File: config.mk
export PLATFORM = sky130hd
export DESIGN_NAME = if_id_fetch_queue
export DESIGN_NICKNAME = d
export VERILOG_FILES = /design/src/rtl/cpu_pkg.sv /design/src/rtl/fetch_slot_ram.sv /design/src/rtl/if_id_fetch_queue.sv
export SDC_FILE = /design/constraint.sdc
export NUM_CORES = 1
export LEC_CHECK = 0
export ABC_AREA = 0
export BUFFER_PORTS_ARGS = -buffer_cell sky130_fd_sc_hd__buf_2
export CORE_MARGIN = 2
export CORE_UTILIZATION = 30
export CTS_CLUSTER_DIAMETER = 50
export DETAILED_ROUTE_END_ITERATION = 7
export HOLD_SLACK_MARGIN = 0.06
export PLACE_DENSITY = 0.52
export SYNTH_ARGS = -nofsm -noshare
export SYNTH_HDL_FRONTEND = slang
export SYNTH_SLANG_ARGS = --single-unit
File: constraint.sdc
create_clock -name clk -period 2.3 [get_ports clk]
set_input_delay 0.23 -clock clk [delete_from_list [all_inputs] [get_ports clk]]
set_output_delay 0.23 -clock clk [all_outputs]
set_load 0.1 [all_outputs]
File: src/rtl/cpu_pkg.sv
// Shared CPU-wide constants and the fetch queue slot layout.
package cpu_pkg;
    localparam int XLEN = 32;
    localparam logic [XLEN-1:0] NOP_INSTR = 32'h0000_0013;

    typedef struct packed {
        logic [XLEN-1:0] pc;
        logic [XLEN-1:0] instr;
        logic            filled;
    } fetch_entry_t;
endpackage

File: src/rtl/fetch_slot_ram.sv
// Fetch queue storage: a slot is allocated with its PC, later filled with its
// instruction, and read at the head. A clear drops every filled bit at once.
module fetch_slot_ram
    import cpu_pkg::*;
#(
    parameter int DEPTH = 2,
    parameter int AW    = $clog2(DEPTH)
) (
    input  logic            clk,
    input  logic            rst_n,
    input  logic            clear,
    input  logic            alloc_en,
    input  logic [AW-1:0]   alloc_ptr,
    input  logic [XLEN-1:0] alloc_pc,
    input  logic            fill_en,
    input  logic [AW-1:0]   fill_ptr,
    input  logic [XLEN-1:0] fill_instr,
    input  logic [AW-1:0]   rd_ptr,
    output logic [XLEN-1:0] rd_pc,
    output logic [XLEN-1:0] rd_instr,
    output logic            rd_filled
);
    fetch_entry_t slots [DEPTH];

    // Allocation always targets a free slot and filling an allocated one,
    // so the two write ports never collide on the same entry.
    always_ff @(posedge clk or negedge rst_n) begin
        if (!rst_n) begin
            for (int i = 0; i < DEPTH; i++) slots[i] <= '0;
        end else if (clear) begin
            for (int i = 0; i < DEPTH; i++) slots[i].filled <= 1'b0;
        end else begin
            if (alloc_en) begin
                slots[alloc_ptr].pc     <= alloc_pc;
                slots[alloc_ptr].filled <= 1'b0;
            end
            if (fill_en) begin
                slots[fill_ptr].instr  <= fill_instr;
                slots[fill_ptr].filled <= 1'b1;
            end
        end
    end

    assign rd_pc     = slots[rd_ptr].pc;
    assign rd_instr  = slots[rd_ptr].instr;
    assign rd_filled = slots[rd_ptr].filled;
endmodule

File: src/rtl/if_id_fetch_queue.sv
// Fetch stage: issues imem requests for pc_i, pairs in-order responses with
// their PCs, and hands {pc, instr} to decode. A flush discards everything in flight.
module if_id_fetch_queue
    import cpu_pkg::*;
#(
    parameter int          DEPTH         = 2,
    parameter logic [31:0] PC_RESET_ADDR = 32'h0
) (
    input  logic        clk,
    input  logic        rst_n,
    input  logic [31:0] pc_i,
    output logic        pc_advance_o,
    input  logic        flush_i,
    output logic        imem_req_valid,
    output logic [31:0] imem_req_addr,
    input  logic        imem_req_ready,
    input  logic        imem_rsp_valid,
    input  logic [31:0] imem_rsp_data,
    output logic        id_valid,
    output logic [31:0] id_pc,
    output logic [31:0] id_instr,
    input  logic        id_ready
);
    localparam int AW = $clog2(DEPTH);
    localparam int CW = AW + 1;
    localparam logic [CW-1:0] DEPTH_C = CW'(DEPTH);

    // Handshakes: a transfer happens on any cycle where valid && ready; valid
    // never waits on ready, and a stalled request keeps its address stable.
    logic [AW-1:0] wr_ptr, fill_ptr, rd_ptr;
    logic [CW-1:0] count, owed, drop_cnt;
    logic          fire, consume, fill_en, drop_rsp, owed_rsp, rd_filled;

    assign imem_req_valid = rst_n && !flush_i && (count < DEPTH_C) && (drop_cnt == '0);
    assign imem_req_addr  = pc_i;
    assign fire           = imem_req_valid && imem_req_ready;
    assign pc_advance_o   = fire;

    assign id_valid = rd_filled && (count != '0) && !flush_i;
    assign consume  = id_valid && id_ready;

    // Stale responses from before a redirect are swallowed before any fill.
    assign drop_rsp = imem_rsp_valid && (drop_cnt != '0);
    assign fill_en  = imem_rsp_valid && (drop_cnt == '0) && (owed != '0) && !flush_i;
    assign owed_rsp = imem_rsp_valid && ((drop_cnt != '0) || (owed != '0));

    always_ff @(posedge clk or negedge rst_n) begin
        if (!rst_n) begin
            wr_ptr   <= '0;
            fill_ptr <= '0;
            rd_ptr   <= '0;
            count    <= '0;
            owed     <= '0;
            drop_cnt <= '0;
        end else if (flush_i) begin
            drop_cnt <= drop_cnt + owed - CW'(owed_rsp);
            wr_ptr   <= '0;
            fill_ptr <= '0;
            rd_ptr   <= '0;
            count    <= '0;
            owed     <= '0;
        end else begin
            drop_cnt <= drop_cnt - CW'(drop_rsp);
            count    <= count + CW'(fire) - CW'(consume);
            owed     <= owed + CW'(fire) - CW'(fill_en);
            wr_ptr   <= wr_ptr + AW'(fire);
            fill_ptr <= fill_ptr + AW'(fill_en);
            rd_ptr   <= rd_ptr + AW'(consume);
        end
    end

    fetch_slot_ram #(.DEPTH(DEPTH), .AW(AW)) u_slots (
        .clk        (clk),
        .rst_n      (rst_n),
        .clear      (flush_i),
        .alloc_en   (fire),
        .alloc_ptr  (wr_ptr),
        .alloc_pc   (pc_i),
        .fill_en    (fill_en),
        .fill_ptr   (fill_ptr),
        .fill_instr (imem_rsp_data),
        .rd_ptr     (rd_ptr),
        .rd_pc      (id_pc),
        .rd_instr   (id_instr),
        .rd_filled  (rd_filled)
    );

    a_rsp_owed: assert property (@(posedge clk) disable iff (!rst_n)
        imem_rsp_valid |-> ((drop_cnt != '0) || (owed != '0)));

    a_reset_pc: assert property (@(posedge clk)
        !rst_n |-> (pc_i == PC_RESET_ADDR));
endmodule
==> results.py <==
metrics = {
    "worst_setup_path": {
        "cp_top_family": "buffers and inverters",
        "crit_cells": 3,
        "crit_required_ns": 2.07,
        "crit_path_frequent_cell": "buf_12",
        "rr_worst_depth": 8,
        "path_cells": "buf_12, mux2_2, buf_12",
        "critPathCaptureType": "output pin",
        "cp.arrival_ns": 1.84,
        "reg2reg_setup_slack_ns": 0.31,
        "slowest_delay_ns": 0.44,
        "crit_slowest_cell": "mux2_2",
        "path_max_fanout": 66,
        "critical_path_class": "flip-flop to output pin",
        "critPathLaunchType": "flip-flop",
        "cp.buffers_inverters": 2,
    },
    "cts": {
        "numCtsBuffers": 17,
        "clkSinkCount": 139,
        "clockRootBuffer": "clkbuf_16",
        "ctsHtreeMaxLevel": 4,
        "path_clk_slew_ns": 0.06,
        "cts_resized": 0,
        "cts_tree": "done",
        "cts_max_path_buffers": 2,
        "insertion_delay_ns": 0.41,
    },
    "finish": {
        "finalNetCount": 831,
        "syn_to_final_growth_pct": 42.09,
        "layout_common_cells": "138 x dfrtp_1, 130 x nand2_1, 101 x buf_2",
        "utilization_pct": 43.69,
        "fillers": 2063,
        "drive_above_1_share_pct": 46.27,
        "final_common_cell": "dfrtp_1",
    },
    "detailed_routing": {
        "vias_per_cell": 4.515,
        "final_antenna_net_count": 0,
        "wl_mm": 16.43,
        "wire_per_inst_um": 15.71,
        "drt_pass1_iterations": 4,
        "drc": 0,
        "initialDrtViolationCount": 180,
        "vias": 4723,
    },
    "placement": {
        "dpl_worst_slack_ns": 0.3082,
        "port_buffers": 168,
        "place.gp.congestion": 0.6858,
        "hpwlAfterDp_mm": 10.24,
    },
    "floorplan": {
        "die_area_um2": 23720,
        "start_util_pct": 30.75,
        "pin_count": 169,
        "core_um2": 21960,
        "chipWidth_um": 154.0,
        "fp-row-count": 54,
        "dieHeight_um": 154.0,
    },
    "timing": {
        "period_share_pct": 89.81,
        "setup_tns_ns": 0,
        "setup_violations": 0,
        "fmax_ghz": 0.4841,
        "final_max_slew_viol_count": 0,
        "period_minus_slack_ns": 2.066,
        "relSlewSlack_pct": 57.27,
        "rsz0062_at_grt": "false",
        "skew_ns": 0.008607,
        "setup_ws_ns": 0.2344,
        "hold_violations": 0,
        "tightest_slew_ns": 0.6410,
    },
    "synthesis": {
        "synth.avg_cell_area_um2": 11.54,
        "netlist_area_um2": 6751,
        "syn_inst": 585,
        "ys_warn_count": 0,
        "synth_seq_area_share_pct": 51.52,
        "ys_ff_latch": 139,
        "syn_nets": 664,
        "yosysUniqueCellTypes": 34,
    },
    "worst_hold_path": {
        "hold_class": "input pin to flip-flop",
        "worstHoldPathCells": 2,
    },
    "global_routing": {
        "antenna_found_initial": 1,
        "grt_pass1_vias": 4977,
        "overflow": 0,
        "grt_max_degree": 116,
        "grtUsageTotal_pct": 14.36,
        "grt_pass1_wl_mm": 26.85,
    },
    "pwr": {
        "leakagePower_uw": 0.004504,
        "peakVddDrop_v": 0.0004991,
        "power_density_nw_per_um2": 1118,
    },
    "status": {
        "outcome": "finished clean",
    },
    "flow_run": {
        "cap_violations": 0,
    },
}
-- cell families (layout without fill, tap and decap cells) --
logic type	after synthesis	count (layout)	share of synthesized area, %
multiplexers	131	131	23.57
buffers and inverters	75	255	6.764
AO/OA/AOI/OAI	70	70	5.356
XOR/XNOR	6	6	1.001
other	0	1	0
adder cells (fa/ha/maj)	9	9	1.668
flip-flops	139	139	51.52
AND/OR/NAND/NOR	155	155	10.12
-- worst paths after layout --
kind                                      end              start
setup / recovery                 id_instr[30]             rd_ptr
hold / removal             u_slots.slots[125]           pc_i[27]
setup reg to reg                  drop_cnt[1]            owed[1]
hold reg to reg             u_slots.slots[29]  u_slots.slots[29]
max in group asynchronous              rd_ptr              rst_n
min in group asynchronous   u_slots.slots[57]              rst_n
-- stage by stage --
stage	instances	cell area (um2)	hold slack, ns	total power [uW]
6_report	1046	9593	0.07846	10720
5_1_grt	1045	9590	0.06128	11140
4_1_cts	1045	9590	0.06025	10850
3_5_place_dp	981	8697	0.2930	8088
3_3_place_gp	981	8697	0.2928	8061
2_1_floorplan	585	6758	-0.06559	6422
-- registers in the layout, summed over array words and instances, names as in the netlist --
register,flops
count,2
fill_ptr,1
owed,2
wr_ptr,1
rd_ptr,1
drop_cnt,2
u_slots.slots,130
-- layer usage --
metal | track usage (%) | share of wire, % | vias up
met4 | 3.338 | 0.65 | 0
met3 | 4.171 | 5.2 | 6
met2 | 24.13 | 48 | 118
met5 | 0 | 0 | -
met1 | 18.30 | 46 | 2317
li1 | - | - | 2282
-- where the power goes --
| group | total, uW | internal (uW) | switching [uW] | leakage [uW] |
|---|---|---|---|---|
| clock | 2660 | 1540 | 1130 | 0.000278 |
| combinational | 5000 | 1940 | 3060 | 0.00235 |
| sequential | 3060 | 2850 | 208 | 0.00188 |
-- synth_stat cells --
master / number / area, um2
mux2i_1: 3 / 30.03
mux2_2: 96 / 1081
a32o_1: 1 / 10.01
and3_1: 2 / 12.51
nor2b_1: 5 / 31.28
nand4_1: 2 / 12.51
ha_1: 9 / 112.6
nor3_1: 1 / 5.000
a31o_2: 1 / 8.760
nor4b_1: 1 / 8.760
nor4b_4: 1 / 23.77
xnor2_1: 3 / 26.28
mux2_4: 32 / 480.5
clkbuf_1: 18 / 67.56
buf_2: 5 / 25.02
nand2_1: 130 / 488.0
nor2_1: 5 / 18.77
buf_1: 4 / 15.01
dfrtp_1: 139 / 3478
nand4_4: 1 / 21.27
nand3_4: 1 / 17.52
nand2b_1: 2 / 12.51
inv_1: 9 / 33.78
or2_2: 1 / 6.260
buf_4: 33 / 247.7
xor3_1: 1 / 23.77
a21oi_1: 2 / 10.01
xor2_1: 2 / 17.52
o21a_1: 1 / 7.510
o21ai_0: 65 / 325.3
nor2_2: 1 / 6.260
and2_1: 1 / 6.260
nor3b_2: 1 / 12.51
buf_6: 6 / 67.56
-- cell type report --
cell class,count,area [um2],share of cell area (%)
diodes,1,2.502,0.02609
clock buffers,18,439.2,4.578
clock inverters,14,133.9,1.396
inverters,9,33.78,0.3522
multi-input cells,371,2828,29.48
flip-flops and latches,139,3480,36.27
well taps,280,350.3,3.652
repair buffers,214,2326,24.25
-- what timing repair did --
action,CTS,global route
endpoints found under the hold margin,182,0
buffers inserted,0,0
hold buffers,32,0
No activity file was read; power rests on OpenSTA's default activity.
